## config.mk

```make
export PLATFORM = sky130hd
export DESIGN_NAME = ddr2_init_seq
export DESIGN_NICKNAME = d
export VERILOG_FILES = /design/src/rtl/ddr2_init_seq.sv
export SDC_FILE = /design/constraint.sdc
export NUM_CORES = 1
export LEC_CHECK = 0
export ABC_AREA = 1
export BUFFER_PORTS_ARGS = -buffer_cell sky130_fd_sc_hd__buf_2
export CORE_UTILIZATION = 56
export DETAILED_ROUTE_END_ITERATION = 10
export PLACE_DENSITY = 0.78
export SYNTH_ARGS = -nofsm -noshare
export SYNTH_HDL_FRONTEND = slang
export SYNTH_SLANG_ARGS = --single-unit
```

## constraint.sdc

```tcl
create_clock -name clk -period 2.38 [get_ports clk]
set_clock_uncertainty 0.1 [all_clocks]
set_input_delay 0.119 -clock clk [delete_from_list [all_inputs] [get_ports clk]]
set_output_delay 0.119 -clock clk [all_outputs]
set_load 0.05 [all_outputs]
```

## src/rtl/ddr2_init_seq.sv

```systemverilog
// DDR2 power-up initialization sequencer driving CKE and the DIMM command/address bus.
// Define DDR2_INIT_OCD_EN to insert the OCD default/exit EMRS pair after the final MRS.
module ddr2_init_seq #(
  parameter int unsigned                BA_WIDTH   = 3,
  parameter int unsigned                ADDR_WIDTH = 14,
  parameter int                         T_PWRUP    = 40000,
  parameter int                         T_CKE      = 80,
  parameter int                         T_RP       = 4,
  parameter int                         T_MRD      = 2,
  parameter int                         T_RFC      = 26,
  parameter int                         T_DLLK     = 200,
  parameter logic [ADDR_WIDTH-1:0]      MR_VAL     = ADDR_WIDTH'(14'h0442),
  parameter logic [ADDR_WIDTH-1:0]      EMR_VAL    = ADDR_WIDTH'(14'h0004)
) (
  input  logic                  clk,
  input  logic                  rst_n,
  output logic                  cke,
  output logic                  cs_n,
  output logic                  ras_n,
  output logic                  cas_n,
  output logic                  we_n,
  output logic [BA_WIDTH-1:0]   ba,
  output logic [ADDR_WIDTH-1:0] addr,
  output logic                  odt,
  output logic                  init_done,
  output logic [4:0]            init_state
);

  typedef enum logic [4:0] {
    PWRUP   = 5'd0,
    CKEWAIT = 5'd1,
    PRE1    = 5'd2,
    EMR2    = 5'd3,
    EMR3    = 5'd4,
    EMR1    = 5'd5,
    MRDLL   = 5'd6,
    PRE2    = 5'd7,
    REF1    = 5'd8,
    REF2    = 5'd9,
    MRFIN   = 5'd10,
    OCDDEF  = 5'd11,
    OCDEXIT = 5'd12,
    DLLWAIT = 5'd13,
    DONE    = 5'd14
  } state_t;

  localparam int unsigned CNT_W   = 16;
  localparam int          G_PWRUP = (T_PWRUP < 1) ? 1 : T_PWRUP;
  localparam int          G_CKE   = (T_CKE   < 1) ? 1 : T_CKE;
  localparam int          G_RP    = (T_RP    < 1) ? 1 : T_RP;
  localparam int          G_MRD   = (T_MRD   < 1) ? 1 : T_MRD;
  localparam int          G_RFC   = (T_RFC   < 1) ? 1 : T_RFC;
  localparam int          G_DLLK  = (T_DLLK  < 1) ? 1 : T_DLLK;
  localparam int unsigned DLL_W   = ($clog2(G_DLLK) > 8) ? $clog2(G_DLLK) : 8;

  localparam logic [3:0] CMD_NOP = 4'b0111;
  localparam logic [3:0] CMD_PRE = 4'b0010;
  localparam logic [3:0] CMD_REF = 4'b0001;
  localparam logic [3:0] CMD_MRS = 4'b0000;

  localparam logic [ADDR_WIDTH-1:0] MR_DLL   = MR_VAL  |  ADDR_WIDTH'(14'h0100);
  localparam logic [ADDR_WIDTH-1:0] MR_FIN   = MR_VAL  & ~ADDR_WIDTH'(14'h0100);
  localparam logic [ADDR_WIDTH-1:0] EMR_OCD0 = EMR_VAL & ~ADDR_WIDTH'(14'h0380);
`ifdef DDR2_INIT_OCD_EN
  localparam logic [ADDR_WIDTH-1:0] EMR_OCD1 = EMR_VAL |  ADDR_WIDTH'(14'h0380);
`endif

  state_t                  state, state_nxt, step;
  logic [CNT_W-1:0]        cnt, cnt_nxt;
  logic [DLL_W-1:0]        dll, dll_nxt;
  logic                    adv;
  logic                    cke_nxt, done_nxt;
  logic [3:0]              cmd_nxt;
  logic [BA_WIDTH-1:0]     ba_nxt;
  logic [ADDR_WIDTH-1:0]   addr_nxt;

  assign init_state = state;

  // Successor of each state and whether its wait has expired this cycle
  always_comb begin
    step = PWRUP;
    adv  = (cnt == '0);
    unique case (state)
      PWRUP:   step = CKEWAIT;
      CKEWAIT: step = PRE1;
      PRE1:    step = EMR2;
      EMR2:    step = EMR3;
      EMR3:    step = EMR1;
      EMR1:    step = MRDLL;
      MRDLL:   step = PRE2;
      PRE2:    step = REF1;
      REF1:    step = REF2;
      REF2:    step = MRFIN;
`ifdef DDR2_INIT_OCD_EN
      MRFIN:   step = OCDDEF;
      OCDDEF:  step = OCDEXIT;
      OCDEXIT: step = (dll == '0) ? DONE : DLLWAIT;
`else
      MRFIN:   step = (dll == '0) ? DONE : DLLWAIT;
`endif
      DLLWAIT: begin
        step = DONE;
        adv  = (dll == '0);
      end
      DONE: begin
        step = DONE;
        adv  = 1'b0;
      end
      default: begin
        step = PWRUP;
        adv  = 1'b1;
      end
    endcase
  end

  // Next-state, gap/DLL counters and the command presented on entry to each state
  always_comb begin
    state_nxt = state;
    cnt_nxt   = (cnt != '0) ? cnt - CNT_W'(1) : cnt;
    dll_nxt   = (dll != '0) ? dll - DLL_W'(1) : dll;
    cmd_nxt   = CMD_NOP;
    ba_nxt    = '0;
    addr_nxt  = '0;
    if (adv) begin
      state_nxt = step;
      unique case (step)
        CKEWAIT: cnt_nxt = CNT_W'(G_CKE - 1);
        PRE1, PRE2: begin
          cmd_nxt      = CMD_PRE;
          addr_nxt[10] = 1'b1;
          cnt_nxt      = CNT_W'(G_RP - 1);
        end
        EMR2: begin
          cmd_nxt = CMD_MRS;
          ba_nxt  = BA_WIDTH'(2);
          cnt_nxt = CNT_W'(G_MRD - 1);
        end
        EMR3: begin
          cmd_nxt = CMD_MRS;
          ba_nxt  = BA_WIDTH'(3);
          cnt_nxt = CNT_W'(G_MRD - 1);
        end
        EMR1: begin
          cmd_nxt  = CMD_MRS;
          ba_nxt   = BA_WIDTH'(1);
          addr_nxt = EMR_OCD0;
          cnt_nxt  = CNT_W'(G_MRD - 1);
        end
        MRDLL: begin
          cmd_nxt  = CMD_MRS;
          addr_nxt = MR_DLL;
          cnt_nxt  = CNT_W'(G_MRD - 1);
          dll_nxt  = DLL_W'(G_DLLK - 1);
        end
        REF1, REF2: begin
          cmd_nxt = CMD_REF;
          cnt_nxt = CNT_W'(G_RFC - 1);
        end
        MRFIN: begin
          cmd_nxt  = CMD_MRS;
          addr_nxt = MR_FIN;
          cnt_nxt  = CNT_W'(G_MRD - 1);
        end
`ifdef DDR2_INIT_OCD_EN
        OCDDEF: begin
          cmd_nxt  = CMD_MRS;
          ba_nxt   = BA_WIDTH'(1);
          addr_nxt = EMR_OCD1;
          cnt_nxt  = CNT_W'(G_MRD - 1);
        end
        OCDEXIT: begin
          cmd_nxt  = CMD_MRS;
          ba_nxt   = BA_WIDTH'(1);
          addr_nxt = EMR_OCD0;
          cnt_nxt  = CNT_W'(G_MRD - 1);
        end
`endif
        default: ;
      endcase
    end
    cke_nxt  = (state_nxt != PWRUP);
    done_nxt = (state_nxt == DONE);
  end

  // Cycle 0 is the first edge after release, so the power-up count starts one higher
  always_ff @(posedge clk) begin
    if (!rst_n) begin
      state                     <= PWRUP;
      cnt                       <= CNT_W'(G_PWRUP);
      dll                       <= '0;
      cke                       <= 1'b0;
      {cs_n, ras_n, cas_n, we_n} <= CMD_NOP;
      ba                        <= '0;
      addr                      <= '0;
      odt                       <= 1'b0;
      init_done                 <= 1'b0;
    end else begin
      state                     <= state_nxt;
      cnt                       <= cnt_nxt;
      dll                       <= dll_nxt;
      cke                       <= cke_nxt;
      {cs_n, ras_n, cas_n, we_n} <= cmd_nxt;
      ba                        <= ba_nxt;
      addr                      <= addr_nxt;
      odt                       <= 1'b0;
      init_done                 <= done_nxt;
    end
  end

endmodule

```

Word level (Yosys, flattened, before mapping)
Cells that the tools add are included.

storage, ports and cells
  register bits = 52
  logic and storage cells = 64
  bits of input ports = 2
  output and inout port bits = 29

cells by class
  $add $sub $neg = 2
  multiplexer cells = 14
  eq/ne operators = 23
  reductions and logical operators = 13

operators by type and width
  cell                   number
  $pmux 16 s4            1
  $pmux 4 s12            1
  $eq 5x4->1 const B     9
  $eq 5x3->1 const B     8
  $mux 16                2
  $pmux 9 s3             1
  $mux 8                 3
  $eq 5x2->1 const B     4
  $logic_not 16->1       1
  $reduce_bool 16->1     1
  $sub 16x1->16 const B  1
  $reduce_or 11->1       1
  $eq 5x1->1 const B     2
  $pmux 3 s3             1
  $logic_not 8->1        1
  $reduce_bool 8->1      1
  $sub 8x1->8 const B    1
  $pmux 2 s3             1
  $reduce_or 2->1        3
  $logic_not 5->1        1
  $mux 5                 1
  $reduce_bool 5->1      1
  $reduce_or 5->1        1
  $reduce_or 4->1        1
  4 further kinds        4

Depth between registers and ports, before layout
  depth in word-level cells = 7
  depth in mapped cells = 13
  gate-level depth less buffers = 13

Worst setup path before layout
OpenSTA, ideal clock, no wires.

  kind = reg2reg
  start = register state[2] (netlist: init_state[2])
  end = register cke
  setup slack = 419 ps
  clock period less this slack = 1961 ps
  data arrival time = 1733 ps
  stages on the path, launching flop included = 11
  buffers on the path = 1
  data required time = 2152 ps
  setup time = 128 ps
  path through = dfxtp_1 > nand2_1 > nor3_1 > nand2_1 > nand3_4 > buf_8 > nand2_4 > nand2_2 > nand2_1 > nor2_1 > nor2_1

on the way
  cells in the longest elaborated chain, start to end = 5
  elaborated cells between the ends (all ways) = 19
  classes of those cells = eq/ne (12); mux (3); reduce/logical (4)

ends and longest elaborated chain
  item                                                                         line  source
  start, declared                                                              68    state_t state, state_nxt, step;
  start signal, assigned                                                       198   state <= state_nxt;
  $eq 5x4->1 (tied with other cells)                                           83    unique case (state)
  $reduce_or 11->1 (no source line) / $reduce_or 2->1 (equally long branches)  -
  $pmux 1 s3 / $pmux 4 s12 (equally long branches)                             83
  $mux 5 (*)                                                                   124   if (adv) begin
  $reduce_bool 5->1 (*)                                                        181   cke_nxt = (state_nxt != PWRUP);
  end signal, assigned                                                         201   cke <= cke_nxt;
  end, declared                                                                17    output logic cke,

Mark *: on every way between the ends. The rest lies on a longest branch, timed or not.
A chain may end at the register's enable or synchronous reset.

Final worst setup path
  start = register cnt[0]
  end = register cnt[9]

on the way
  cells in the longest elaborated chain, start to end = 4
  elaborated cells between the ends (all ways) = 7
  classes of those cells = add/sub (1); mux (4); reduce/logical (2)

ends and longest elaborated chain
  item                                                        line  source
  start, declared                                             69    logic [CNT_W-1:0] cnt, cnt_nxt;
  start signal, assigned                                      189   cnt <= CNT_W'(G_PWRUP);
  start signal, assigned                                      199   cnt <= cnt_nxt;
  $sub 16x1->16 / $reduce_bool 16->1 (equally long branches)  119   cnt_nxt = (cnt != '0) ? cnt - CNT_W'(1) : cnt;
  $mux 16                                                     119
  $pmux 16 s4                                                 126   unique case (step)
  $mux 16 (*)                                                 124

Marks and branches as above.

==> impl_results.md <==
* Syn avg cell area at 7.221 µm²
* Overall power at between 2000 and 2500 µW
* GR peak layer: met2
* Worst path bufs/invs at 1
* IO buf count at 18
* Share of cells above drive strength 1 at around 16%
* CP Class: flop to flop
* Mapped Cells at 297
* Die Area at 4081 µm²
* DR pass1 iterations at 4
* DR vias/cell at around 5
* Unique masters post-synth at 35
* Switch share at 39.79%
* Residual DRC at 0
* CTS Sinks at 40
* Worst-path clk slew at 0.07 ns
* Worst-skew pair later-pin latency at 0.28 ns
* GPL Wtd Cong at 1.003
* Async S/R FF share, synth at 0%
* Routed wire length at about 4.2 mm
* Post-DP Area at ~2200 µm²
* Slew Limit Fails at 0
* Post-synth top flop: dfxtp_1
* P_leak at 0.001118 µW
* Slowest CP cell: dfxtp_1
* Postcts setup bufs at 0
* Largest net degree at the start of global routing at 19
* Max Clock Freq at 499.8 MHz
* Drt wl/cell at 11.43 µm
* Ys Warns at 0
* Gr usage total at 22.21%
* R2R Setup Slk at 0.38 ns
* Maxcap violations at 0
* Share of power burned in registers at 41.4%
* Pwr dens at 927.0 nW/µm²
* Worst min-delay path category: input port to flop
* Comb pwr share at 37.5%
* Worst reg2reg startpoint: cnt[0]$_SDFF_PN0_
* Final period utilization at a little over four fifths
* Post-synthesis sequential area ratio at 37.34%
* Die Width at 63.89 µm
* Final critical-path required period at 2.001 ns
* CP max stage delay at between 0.3 and 0.4 ns
* CTS Root Cell: clkbuf_8
* Final core occ at 63.09%
* TritonCTS clock tree: done
* Commonest non-fill, non-tap cell in the layout: nand2_1
* Worst-Margin Slew at 0.5209 ns
* Grt met2 use at 34.44%
* Iter 0 DRT Violations at 120
* Number of diodes at 0
* Mapped Area at 2145 µm²
* Core footprint at 3661 µm²
* Vias post-DR at 1872
* RSZ-0062 raised after global routing: no
* Post-synth EDFFs at 0
* Setup TNS at 0 ns
* Total gr overflow at 0
* Crit-path cells: inv_1, ha_1, nand2_1, nor2_4, nand2_1, nand4_1, nor3_1, nor2_1, nor2_1
* Endpoints failing hold at 0
* GRT met3 Usage at 3.929%
* Crit path capture type: flop
* Layout fillers at 353
* M1 GR Usage at between 20 and 30%
* Worst Setup SP: cnt[0]$_SDFF_PN0_
* Fin nets at 321
* Rows at 22
* Initial antenna violation count at 0
* Worst-case reg-to-reg path depth at 9
* Hpwl dp at about 3.1 mm
* Rel. slew slack at 65.06%
* Internal at about 1300 µW
* Status: complete, no violations
* Cts repair resizes at 0
* Commonest cells after routing, fill and taps aside: nand2_1 (52), nor2_1 (50), dfxtp_1 (40)
* Peak VDD IR at roughly 530 µV
* Synth Register Bits at 40
* Die Y at 63.89 µm
* Clock Tree Buf Depth at 2
* Req. time, crit path at 2.49 ns
* Startpoint types: flop
* Post-synthesis to final-layout area growth at 7.701%
* CP Capture Point: cnt[9]$_SDFF_PN0_
* Max H-tree Level at 2
* Initial Util at 58.58%
* Antenna Violating Nets Remaining at 0
* Top delay family on crit path: simple AND/OR/NAND/NOR gates
* Cell area after layout at about 2300 µm²
* Final setup vio count at 0
* Num CTS Buffers at 5
* Psw at around 850 µW
* I/O Pins at 31
* Crit path max fanout at 8
* Stages on worst setup path at 9
* RR Endpoint: cnt[9]$_SDFF_PN0_
* Hold-fix buffers, CTS at 0
* Number of global-route vias before repair at ~1.6k
* Clock power frac at 21.2%
* First-pass GRT wire length at around 7 mm
* WP data arrival at between 2 and 2.5 ns
[tightest hold or removal path, delay by kind of cell]
kind	cells	cell delay [ns]
buf+inv	2	0.29
simple gates	1	0.08
[cell usage after synthesis, types with 3 or more instances]
cell	n	share of area [%]
inv_1	25	4.4
xor2_1	8	3.3
nor2_1	50	8.8
nand3_2	3	1.4
nand2_2	5	1.5
nand3_1	17	4.0
buf_4	13	4.6
dfxtp_1	40	37
xnor2_1	6	2.5
nand2_1	52	9.1
o21ai_0	8	1.9
inv_2	4	0.70
a21oi_1	10	2.3
nor3_1	10	2.3
nand4_1	13	3.8
[state kept, by name, summed over array words and instances (netlist names)]
name and count:
cnt 16, dll 8, init_state 5, addr 4, ba 2, cas_n 1
cke 1, init_done 1, ras_n 1, we_n 1
[metrics by stage]
step / instances / hold WS [ns] / setup slack, ns
3_3_place_gp: 358 / 0.3773 / 0.4585
2_1_floorplan: 309 / 0.3390 / 0.4194
5_1_grt: 366 / 0.1406 / 0.1853
6_report: 366 / 0.1441 / 0.3794
3_5_place_dp: 358 / 0.3784 / 0.4496
4_1_cts: 366 / 0.1360 / 0.3738
[worst min path at each step]
stage	from	to	cells past startpoint	slack [ns]
finish	rst_n	ras_n$_SDFF_PN1_	3	0.14
global route	rst_n	cnt[10]$_SDFF_PN1_	3	0.14
CTS	rst_n	cnt[10]$_SDFF_PN1_	3	0.14
detailed placement	dll[1]$_SDFF_PN0_	dll[1]$_SDFF_PN0_	2	0.38
global placement	dll[1]$_SDFF_PN0_	dll[1]$_SDFF_PN0_	2	0.38
floorplan	rst_n	dll[3]$_SDFF_PN0_	3	0.34
[final cells by class]
cell class | count | area [µm²] | share of cell area, %
Clock buffer | 6 | 82.58 | 3.575
Inverter | 31 | 116.4 | 5.038
Clock inverter | 2 | 10.01 | 0.4334
Multi-Input combinational cell | 220 | 1142 | 49.46
Timing Repair Buffer | 19 | 97.59 | 4.225
Tap cell | 48 | 60.06 | 2.600
Sequential cell | 40 | 800.8 | 34.67
[power by group through the flow]
stage / registers (µW) / logic [µW] / clock network [µW]
2_1_floorplan: 938 / 638 / 0
3_3_place_gp: 896 / 786 / 0
3_5_place_dp: 898 / 794 / 0
4_1_cts: 884 / 801 / 464
5_1_grt: 904 / 898 / 501
6_report: 886 / 802 / 453
[kinds of logic after synthesis]
kind of cell	share of synthesized area [%]
adders and majority gates	1.167
xor gates and xnor gates	5.718
DFF	37.34
AOI/OAI and AO/OA	7.235
and+or+nand+nor	36.87
other	0.1749
buffers and inverters	11.49
[per-layer routing]
| metal | vias up | wire length (µm) |
|---|---|---|
| met3 | 6 | 172 |
| met2 | 51 | 1913 |
| met5 | - | 0 |
| li1 | 978 | - |
| met1 | 837 | 2018 |
| met4 | 0 | 80 |
Power figures use the tool's default switching activity.
